[config.mk]
export PLATFORM = sky130hd
export DESIGN_NAME = byte_word_packer
export DESIGN_NICKNAME = d
export VERILOG_FILES = /design/src/rtl/byte_word_packer.sv
export SDC_FILE = /design/constraint.sdc
export NUM_CORES = 1
export LEC_CHECK = 0
export CAP_MARGIN = 25
export CELL_PAD_IN_SITES_DETAIL_PLACEMENT = 0
export CELL_PAD_IN_SITES_GLOBAL_PLACEMENT = 1
export CORE_AREA = 2 2 90 92
export DETAILED_ROUTE_END_ITERATION = 10
export DIE_AREA = 0 0 92 94
export DONT_BUFFER_PORTS = 1
export PLACE_DENSITY_LB_ADDON = 0.1
export SLEW_MARGIN = 20
export SYNTH_ARGS = -nofsm -noshare
export SYNTH_HDL_FRONTEND = slang
export SYNTH_SLANG_ARGS = --single-unit
[constraint.sdc]
create_clock -name clk -period 1.5 [get_ports clk]
set_input_delay 0.3 -clock clk [delete_from_list [all_inputs] [get_ports clk]]
set_output_delay 0.3 -clock clk [all_outputs]
set_load 0.05 [all_outputs]
[src/rtl/byte_word_packer.sv]
// Packs an accepted byte stream into NUM_BYTES-wide words, first byte in the most significant lane.
// Optional feature macro BYTE_WORD_PACKER_PARITY_EN adds out_parity (even parity per output lane).
module byte_word_packer #(
   parameter int NUM_BYTES = 4
) (
   input  logic                   clk,
   input  logic                   rst_n,
   input  logic                   in_valid,
   output logic                   in_ready,
   input  logic [7:0]             in_data,
   input  logic                   in_last,
   output logic                   out_valid,
   input  logic                   out_ready,
   output logic [8*NUM_BYTES-1:0] out_data,
   output logic [NUM_BYTES-1:0]   out_keep,
   output logic                   out_last
`ifdef BYTE_WORD_PACKER_PARITY_EN
   ,
   output logic [NUM_BYTES-1:0]   out_parity
`endif
);

   localparam int WORD_W = 8 * NUM_BYTES;
   localparam int IDX_W  = $clog2(NUM_BYTES);
   localparam logic [IDX_W-1:0] LAST_IDX = IDX_W'(NUM_BYTES - 1);

   typedef enum logic {
      IDLE = 1'b0,
      FILL = 1'b1
   } state_t;

   state_t              state_p0;
   logic [IDX_W-1:0]    idx_p0;
   logic [WORD_W-1:0]   acc_p0;
   logic [NUM_BYTES-1:0] keep_p0;

   logic                accept;
   logic                closing;
   logic [IDX_W-1:0]    lane;
   logic [WORD_W-1:0]   word_nxt;
   logic [NUM_BYTES-1:0] keep_nxt;

   function automatic logic [WORD_W-1:0] place_byte(input logic [7:0] b,
                                                    input logic [IDX_W-1:0] k);
      logic [WORD_W-1:0] w;
      w = '0;
      w[WORD_W - 1 - 8 * int'(k) -: 8] = b;
      return w;
   endfunction

   function automatic logic [NUM_BYTES-1:0] lane_mask(input logic [IDX_W-1:0] k);
      logic [NUM_BYTES-1:0] m;
      m = '0;
      m[NUM_BYTES - 1 - int'(k)] = 1'b1;
      return m;
   endfunction

`ifdef BYTE_WORD_PACKER_PARITY_EN
   function automatic logic [NUM_BYTES-1:0] lane_parity(input logic [WORD_W-1:0] w);
      logic [NUM_BYTES-1:0] p;
      for (int i = 0; i < NUM_BYTES; i++) begin
         p[i] = ^w[8*i +: 8];
      end
      return p;
   endfunction
`endif

   // Accumulator lanes are cleared on every close, so OR-ing in the new byte is enough.
   always_comb begin
      in_ready = !out_valid || out_ready;
      accept   = in_valid && in_ready;
      lane     = (state_p0 == IDLE) ? '0 : idx_p0;
      closing  = accept && ((lane == LAST_IDX) || in_last);
      word_nxt = acc_p0 | place_byte(in_data, lane);
      keep_nxt = keep_p0 | lane_mask(lane);
   end

   // Stage p0: accumulate; closing byte copies straight into the output register.
   always_ff @(posedge clk) begin
      if (!rst_n) begin
         state_p0   <= IDLE;
         idx_p0     <= '0;
         acc_p0     <= '0;
         keep_p0    <= '0;
         out_valid  <= 1'b0;
         out_data   <= '0;
         out_keep   <= '0;
         out_last   <= 1'b0;
`ifdef BYTE_WORD_PACKER_PARITY_EN
         out_parity <= '0;
`endif
      end else begin
         if (out_valid && out_ready) begin
            out_valid <= 1'b0;
         end
         if (accept) begin
            if (closing) begin
               state_p0   <= IDLE;
               idx_p0     <= '0;
               acc_p0     <= '0;
               keep_p0    <= '0;
               out_valid  <= 1'b1;
               out_data   <= word_nxt;
               out_keep   <= keep_nxt;
               out_last   <= in_last;
`ifdef BYTE_WORD_PACKER_PARITY_EN
               out_parity <= lane_parity(word_nxt);
`endif
            end else begin
               state_p0 <= FILL;
               idx_p0   <= lane + IDX_W'(1);
               acc_p0   <= word_nxt;
               keep_p0  <= keep_nxt;
            end
         end
      end
   end

endmodule

== After elaboration in Yosys (flattened, before gate mapping) ==
Index checks and enable logic that the tools add are counted.
Word-level totals
  word-level logic and storage cells: 38
  bits in registers: 77
  input bits: 13
Operators by class
  equal/unequal tests: 1
  reduce and logical (&&, ||, !) cells: 8
  magnitude comparators: 2
  shifts and indexed selects: 2
  muxes and demuxes: 10
  bitwise gates (word level): 3
  add/sub/neg operators: 4
Operators by type and width (number)
  variable shift 8 x 33 -> 39 bit, first input constant: 1
  indexed part select 8 x 33 -> 39 bit: 1
  negator 6 -> 33 bit: 1
  bitwise AND 32 bit: 1
  2-to-1 mux 32 bit: 1
  bitwise OR 32 bit: 1
  subtractor 5 x 5 -> 6 bit, first input constant: 1
  2-to-1 mux 1 bit: 5
  logical AND 1 bit: 4
  < comparator 3 x 4 -> 1 bit, second input constant: 1
  2-to-1 mux 2 bit: 2
  2-to-1 mux 4 bit: 1
  bitwise OR 4 bit: 1
  >= comparator 3 x 1 -> 1 bit, second input constant: 1
  subtractor 2 x 2 -> 3 bit, first input constant: 1
  adder 2 x 1 -> 2 bit, second input constant: 1
  demux 1 bit (select 2 bit): 1
  == test 2 bit, second input constant: 1
  logical OR 1 bit: 2
  AND reduction 2 bit: 1
  zero test 1 bit: 1

== Longest topological paths before layout ==
Gate-level depths: netlist of the first run.
  word-level depth: 8
  gate-level depth with buffers: 5
  mapped depth without buffers: 4

== Worst setup path before layout of the first run ==
OpenSTA, ideal clock, no wires.
  kind: reg-to-reg
  start: register out_valid
  end: register out_data[18]
  stages on the path, launching flop included: 6
  arrival time: 1.493 ns
  setup slack: -0.138 ns
  required time: 1.355 ns
  cells stage by stage: dfxtp_1 nor2b_2 inv_2 buf_2 a31oi_1 a211oi_2
Between the ends
  word-level cells in the longest chain between the ends: 5
RTL lines
  start: declaration: RTL line 12  | output logic out_valid,
  start signal: assignment: RTL line 85  | out_valid <= 1'b0;
  start signal: assignment: RTL line 94  | out_valid <= 1'b0;
  start signal: assignment: RTL line 102  | out_valid <= 1'b1;
  zero test 1 bit *: RTL line 70  | in_ready = !out_valid || out_ready;
  logical OR 1 bit *: RTL line 70
  via in_ready: RTL line 9  | output logic in_ready,
  logical AND 1 bit *: RTL line 71  | accept = in_valid && in_ready;
  logical AND 1 bit: RTL line 73  | closing = accept && ((lane == LAST_IDX) || in_last);
  AND reduction 2 bit (no line) *
  end signal: assignment: RTL line 103  | out_data <= word_nxt;
  end: declaration: RTL line 14  | output logic [8*NUM_BYTES-1:0] out_data,
Mark *: on every way through the listed nets, which the timed path passes. The rest lies on a longest branch.
A chain may end at the register's enable or synchronous reset.

== Worst setup path in the final report of the first run ==
  start: register out_valid
  end: output in_ready
Between the ends
  word-level cells in the longest chain between the ends: 2
RTL lines (RTL line)
  zero test 1 bit: 70
  logical OR 1 bit: 70
  end: declaration: 9
Every way passes these cells.

==> results of run 1 <==
[cells by family after synthesis]
logic type / count (synthesis) / share of synthesized area, %
muxes: 5 / 1.49
AOI/OAI and AO/OA: 147 / 34.9
DFF: 77 / 46.0
buffers and inverters: 38 / 7.77
and+or+nand+nor: 51 / 9.83
[stage by stage]
stage	instances	util (%)	power, mW	hold slack, ns	cell area [um2]
after floorplan	318	-	2.68	0.437	3350
after global placement	425	47.7	2.78	0.448	3630
after detailed placement	425	47.7	2.78	0.454	3630
after CTS	444	51.9	4.73	0.0733	3950
after global routing	445	52.2	4.86	0.0676	3970
final	445	52.2	4.68	0.0881	3970
[flip-flops by register name (all words and copies together), names as in the netlist]
register and flops:
out_last 1, keep_p0 4, idx_p0 2, out_keep 4, state_p0 1, acc_p0 32, out_valid 1, out_data 32
[report_power, final]
group | switching [mW] | total [mW] | internal, mW
logic | 0.310 | 0.502 | 0.192
registers | 0.140 | 2.25 | 2.11
clock network | 0.745 | 1.93 | 1.18
total | 1.19 | 4.68 | 3.49
[path summary, 6_finish.rpt]
check,to,slack [ns],startpoint
max,in_ready,0.03,out_valid
min,out_keep[0],0.09,rst_n
max reg2reg,out_keep[0],0.07,out_valid
min reg2reg,out_data[21],0.46,out_data[21]
[final cells by class]
| class | count | area share [%] |
|---|---|---|
| clock inverters | 4 | 2.40 |
| well taps | 102 | 3.22 |
| inverters | 3 | 0.347 |
| flip-flops and latches | 77 | 38.9 |
| multi-input cells | 203 | 39.3 |
| repair buffers | 45 | 12.0 |
| clock buffers | 11 | 3.82 |
[critical path, cell delays in order, from the launching register on]
cell	delay (ns)
dfxtp_2	0.34
nor2b_4	0.17
inv_4	0.05
buf_12	0.13
buf_12	0.14
[routing by layer]
layer / vias up / routed length [um] / global-route usage, %
met3: 7 / 398 / 5.14
li1: 1265 / - / -
met4: 0 / 98 / 7.09
met5: - / 0 / 0
met2: 59 / 3980 / 33.3
met1: 1253 / 4180 / 28.7
[cells in the final DEF (no fill, tap or decap), types with 5 or more instances in the layout]
cell type	n
buf_4	35
a21oi_1	22
o22ai_1	8
a211oi_1	5
a211oi_2	33
nor2_1	10
and4b_1	5
and3_1	9
a41oi_1	11
a21oi_2	8
buf_12	9
o21ai_0	28
dfxtp_1	75
mux2i_1	5
a31oi_1	25
nand2_1	13
clkbuf_8	11
[repair_timing]
item | 4_1_cts | 5_1_grt
buffers inserted | 3 | 1
gates resized for setup | 5 | 2
gates cloned | 1 | 0
endpoints found under the setup margin | 1 | 18
==> impl_metrics.env, run 1 <==
export IMPL_row_count=32
export IMPL_yosysTopAreaCellShare_pct=46.0
export IMPL_gr_usage_all_layers_pct=21.2
export IMPL_power_density_nw_per_um2=1180
export IMPL_outcome="finished clean"
export IMPL_final_setup_tns_ns=0
export IMPL_ys_seq_area_share_pct=46.0
export IMPL_dp_slack_ns=0.0662
export IMPL_wl_per_cell_um=19.5
export IMPL_synthFlopType="dfxtp_1"
export IMPL_seq_area_um2=1540
export IMPL_drive_gt1_share_pct=33.8
export IMPL_place_congestion=0.761
export IMPL_htreeDepth=3
export IMPL_antenna_found_initial=0
export IMPL_clkTransAtPathRegs_ns=0.08
export IMPL_syn_inst=318
export IMPL_ir_drop_v=0.000438
export IMPL_slew_headroom_pct=64.6
export IMPL_cts_buffer_depth=2
export IMPL_cts_tree="built"
export IMPL_via_count=2584
export IMPL_synth_top_cell_by_area="dfxtp_1"
export IMPL_cts_root_buf="clkbuf_8"
export IMPL_die_area_um2=8650
export IMPL_grt_max_degree=37
export IMPL_grt_pass1_wl_mm=14.0
export IMPL_fillers=714
export IMPL_synth_edf_count=0
export IMPL_period_needed_ns=1.47
export IMPL_grt_pass1_vias=2526
export IMPL_worst_pin_slew_ns=0.530
export IMPL_maxCapViolCount=0
export IMPL_port_buffers=0
export IMPL_first_pass_iters=4
export IMPL_worst_slack_ns=0.0260
export IMPL_path_max_fanout=6
export IMPL_crit_arrival_ns=1.17
export IMPL_hold_depth=1
export IMPL_slew_violations=0
export IMPL_drt_initial_drc_count=160
export IMPL_cts_sinks=77
export IMPL_cp_required_ns=1.20
export IMPL_vias_per_cell=5.81
export IMPL_antenna_diode_count=0
export IMPL_crit_type="reg -> out"
export IMPL_rsz0062_at_grt="yes"
export IMPL_yosysWarningCount=0
export IMPL_numCtsBuffers=9
export IMPL_ios=52
export IMPL_multi_input_area_um2=1560
export IMPL_worstSetupEndpointType="output pin"
export IMPL_nets=352
export IMPL_synthesis_area_um2=3350
export IMPL_insertion_delay_ns=0.35
export IMPL_ys_async_sr_fraction_pct=0
export IMPL_syn_nets=331
export IMPL_period_share_pct=98.3
export IMPL_yosys_top_cells_count="dfxtp_1, a211oi_2, o21ai_0"
export IMPL_finalClockSkew_ns=0.00811
export IMPL_yosysUniqueCellTypes=36
export IMPL_hold_viol=0
export IMPL_cts_hold_buf=0
export IMPL_hpwlAfterDp_mm=5.50
export IMPL_p_leak_nw=1.41
export IMPL_worst_hold_path_type="in -> reg"
export IMPL_syn2layout_area_growth_pct=18.5
export IMPL_post_synth_top_count_cell="dfxtp_1"
export IMPL_setup_violations=0
export IMPL_finalWirelength_mm=8.66
export IMPL_worst_r2r_cell_count=6
export IMPL_avgSynthCellArea_um2=10.5
export IMPL_drc=0
export IMPL_ys_top_cells_by_area="dfxtp_1, a211oi_2, a31oi_1, o21ai_0, buf_6"
export IMPL_synth_seq_cells=77
export IMPL_antenna_left=0
export IMPL_die_y_um=94
export IMPL_start_kind="register"
export IMPL_initial_core_util_pct=44.0
export IMPL_core_area_um2=7610
export IMPL_timing_fmax_mhz=678
export IMPL_gr_total_overflow=0
export IMPL_die_width_um=92
Power figures use the tool's default switching activity.
==> inputs of run 2 (changes only) <==
- MAX_ROUTING_LAYER: unset -> met4
==> run 2 against run 1 <==
Effect of this change:
- cell area stayed put
- combinational power hardly changed
- sequential power hardly changed
- highest routed layer unchanged
- register-to-register slack hardly changed
- total power hardly changed
- global-route usage is 0.53 points higher
- core utilization stayed put
- cell count stayed put
- hold slack better by 0.0053 ns
- wire length is 1.3% higher
- critical path type unchanged
- first-iteration DRC count is 0.63% lower
==> impl_metrics.env, run 2 (synthesis gave the netlist of run 1 again) <==
export IMPL_vias_per_cell=5.80
export IMPL_worst_slack_ns=0.0264
export IMPL_wl_per_cell_um=19.7
export IMPL_r2r_setup_slack_ns=0.07
export IMPL_slew_headroom_pct=64.7
export IMPL_htreeDepth=3
export IMPL_insertion_delay_ns=0.35
export IMPL_maxCapViolCount=0
export IMPL_dpl_instance_area_um2=3630
export IMPL_path_depth=4
export IMPL_path_common_cell="buf_12"
export IMPL_final_common_cell="dfxtp_1"
export IMPL_p_leak_nw=1.41
export IMPL_die_y_um=94
export IMPL_port_buffers=0
export IMPL_grt_pass1_wl_mm=14.0
export IMPL_cp_startpoint="out_valid"
export IMPL_numCtsBuffers=9
export IMPL_die_width_um=92
export IMPL_rsz0062_at_grt="yes"
export IMPL_cp_required_ns=1.20
export IMPL_row_count=32
export IMPL_die_area_um2=8650
export IMPL_cp_slowest_cell="dfxtp_2"
export IMPL_worstSetupEndpointType="output pin"
export IMPL_path_buf_inv=3
export IMPL_crit_arrival_ns=1.17
export IMPL_power_density_nw_per_um2=1180
export IMPL_gr_usage_all_layers_pct=21.7
export IMPL_period_share_pct=98.2
export IMPL_antenna_diode_count=0
export IMPL_reg_top3="acc_p0: 32 flops, out_data: 32 flops"
export IMPL_finalClockSkew_ns=0.00855
export IMPL_initial_core_util_pct=44.0
export IMPL_start_kind="register"
export IMPL_antenna_left=0
export IMPL_gr_total_overflow=0
export IMPL_drt_initial_drc_count=159
export IMPL_path_max_fanout=6
export IMPL_first_pass_iters=4
export IMPL_ir_drop_v=0.000438
export IMPL_timing_rr_end="out_keep[0]"
export IMPL_setup_violations=0
export IMPL_worst_hold_path_type="in -> reg"
export IMPL_cts_sinks=77
export IMPL_finalWirelength_mm=8.78
export IMPL_syn2layout_area_growth_pct=18.5
export IMPL_antenna_found_initial=0
export IMPL_dp_slack_ns=0.0662
export IMPL_clkTransAtPathRegs_ns=0.08
export IMPL_fillers=714
export IMPL_via_count=2581
export IMPL_grt_max_degree=37
export IMPL_crit_path_max_incr_delay_ns=0.34
export IMPL_timing_fmax_mhz=679
export IMPL_period_needed_ns=1.47
export IMPL_cts_tree="built"
export IMPL_worst_pin_slew_ns=0.528
export IMPL_cts_root_buf="clkbuf_8"
export IMPL_place_congestion=0.771
export IMPL_core_area_um2=7610
export IMPL_design_area_um2=3970
export IMPL_rr_startpoint="out_valid"
export IMPL_ios=52
export IMPL_nets=352
export IMPL_slew_violations=0
export IMPL_crit_end="in_ready"
export IMPL_grt_pass1_vias=2517
export IMPL_cp_top_family="flip-flops"
export IMPL_cts_buffer_depth=2
export IMPL_final_setup_tns_ns=0
export IMPL_path_cells="nor2b_4 -> inv_4 -> buf_12 -> buf_12"
export IMPL_worst_r2r_cell_count=6
export IMPL_hpwlAfterDp_mm=5.50
export IMPL_drive_gt1_share_pct=33.8
export IMPL_hold_viol=0
export IMPL_drc=0
export IMPL_outcome="finished clean"
export IMPL_layout_common_cells="dfxtp_1, buf_4, a211oi_2"
export IMPL_crit_type="reg -> out"
## run 2: cell counts in the layout (fill, tap and decap cells not counted)
Identical to the previous run, type by type.
## run 2: where the power goes
group	internal, mW	switching [mW]	leakage, nW
clock network	1.18	0.747	0.125
registers	2.11	0.140	0.627
logic	0.192	0.310	0.658
total	3.49	1.20	1.41
## run 2: cell type report
| cell class | instances | area, um2 | share of cell area [%] |
|---|---|---|---|
| Multi-Input combinational cell | 203 | 1560 | 39.3 |
| Sequential cell | 77 | 1540 | 38.9 |
| Timing Repair Buffer | 45 | 475 | 12.0 |
| Clock buffer | 11 | 151 | 3.82 |
| Tap cell | 102 | 128 | 3.22 |
| Clock inverter | 4 | 95.1 | 2.40 |
| Inverter | 3 | 13.8 | 0.347 |
## run 2: how the worst min path moves through the flow
| stage | from | endpoint | slack (ns) | depth (start not counted) |
|---|---|---|---|---|
| 2_1_floorplan | keep_p0[1] | keep_p0[1] | 0.44 | 2 |
| 3_3_place_gp | keep_p0[1] | keep_p0[1] | 0.45 | 2 |
| 3_5_place_dp | rst_n | out_keep[0] | 0.45 | 1 |
| 4_1_cts | rst_n | out_keep[0] | 0.07 | 1 |
| 5_1_grt | rst_n | out_keep[0] | 0.07 | 1 |
| 6_report | rst_n | out_keep[0] | 0.09 | 1 |
## run 2: routing by layer
metal  share of wire, %  track usage, %  vias up
met1                 48            28.5     1252
met3                4.5            4.90        4
li1                   -               -     1269
met2                 47            33.5       56
met4               0.70            7.09        0
met5                  0               -        -
## run 2: metrics by stage
stage               utilization, %  power (mW)  cells  hold slack (ns)
finish                        52.2        4.68    445           0.0934
global route                  52.2        4.86    445           0.0701
CTS                           51.9        4.73    444           0.0733
detailed placement            47.7        2.78    425            0.454
global placement              47.7        2.78    425            0.448
floorplan                        -        2.68    318            0.437
## run 2: what timing repair did
action,in CTS,in global routing
setup buffers,3,1
hold buffers,0,0
pin swaps,0,0
hold endpoints to repair,0,0
resized for setup,5,2
setup endpoints to repair,1,18
gates cloned,1,0
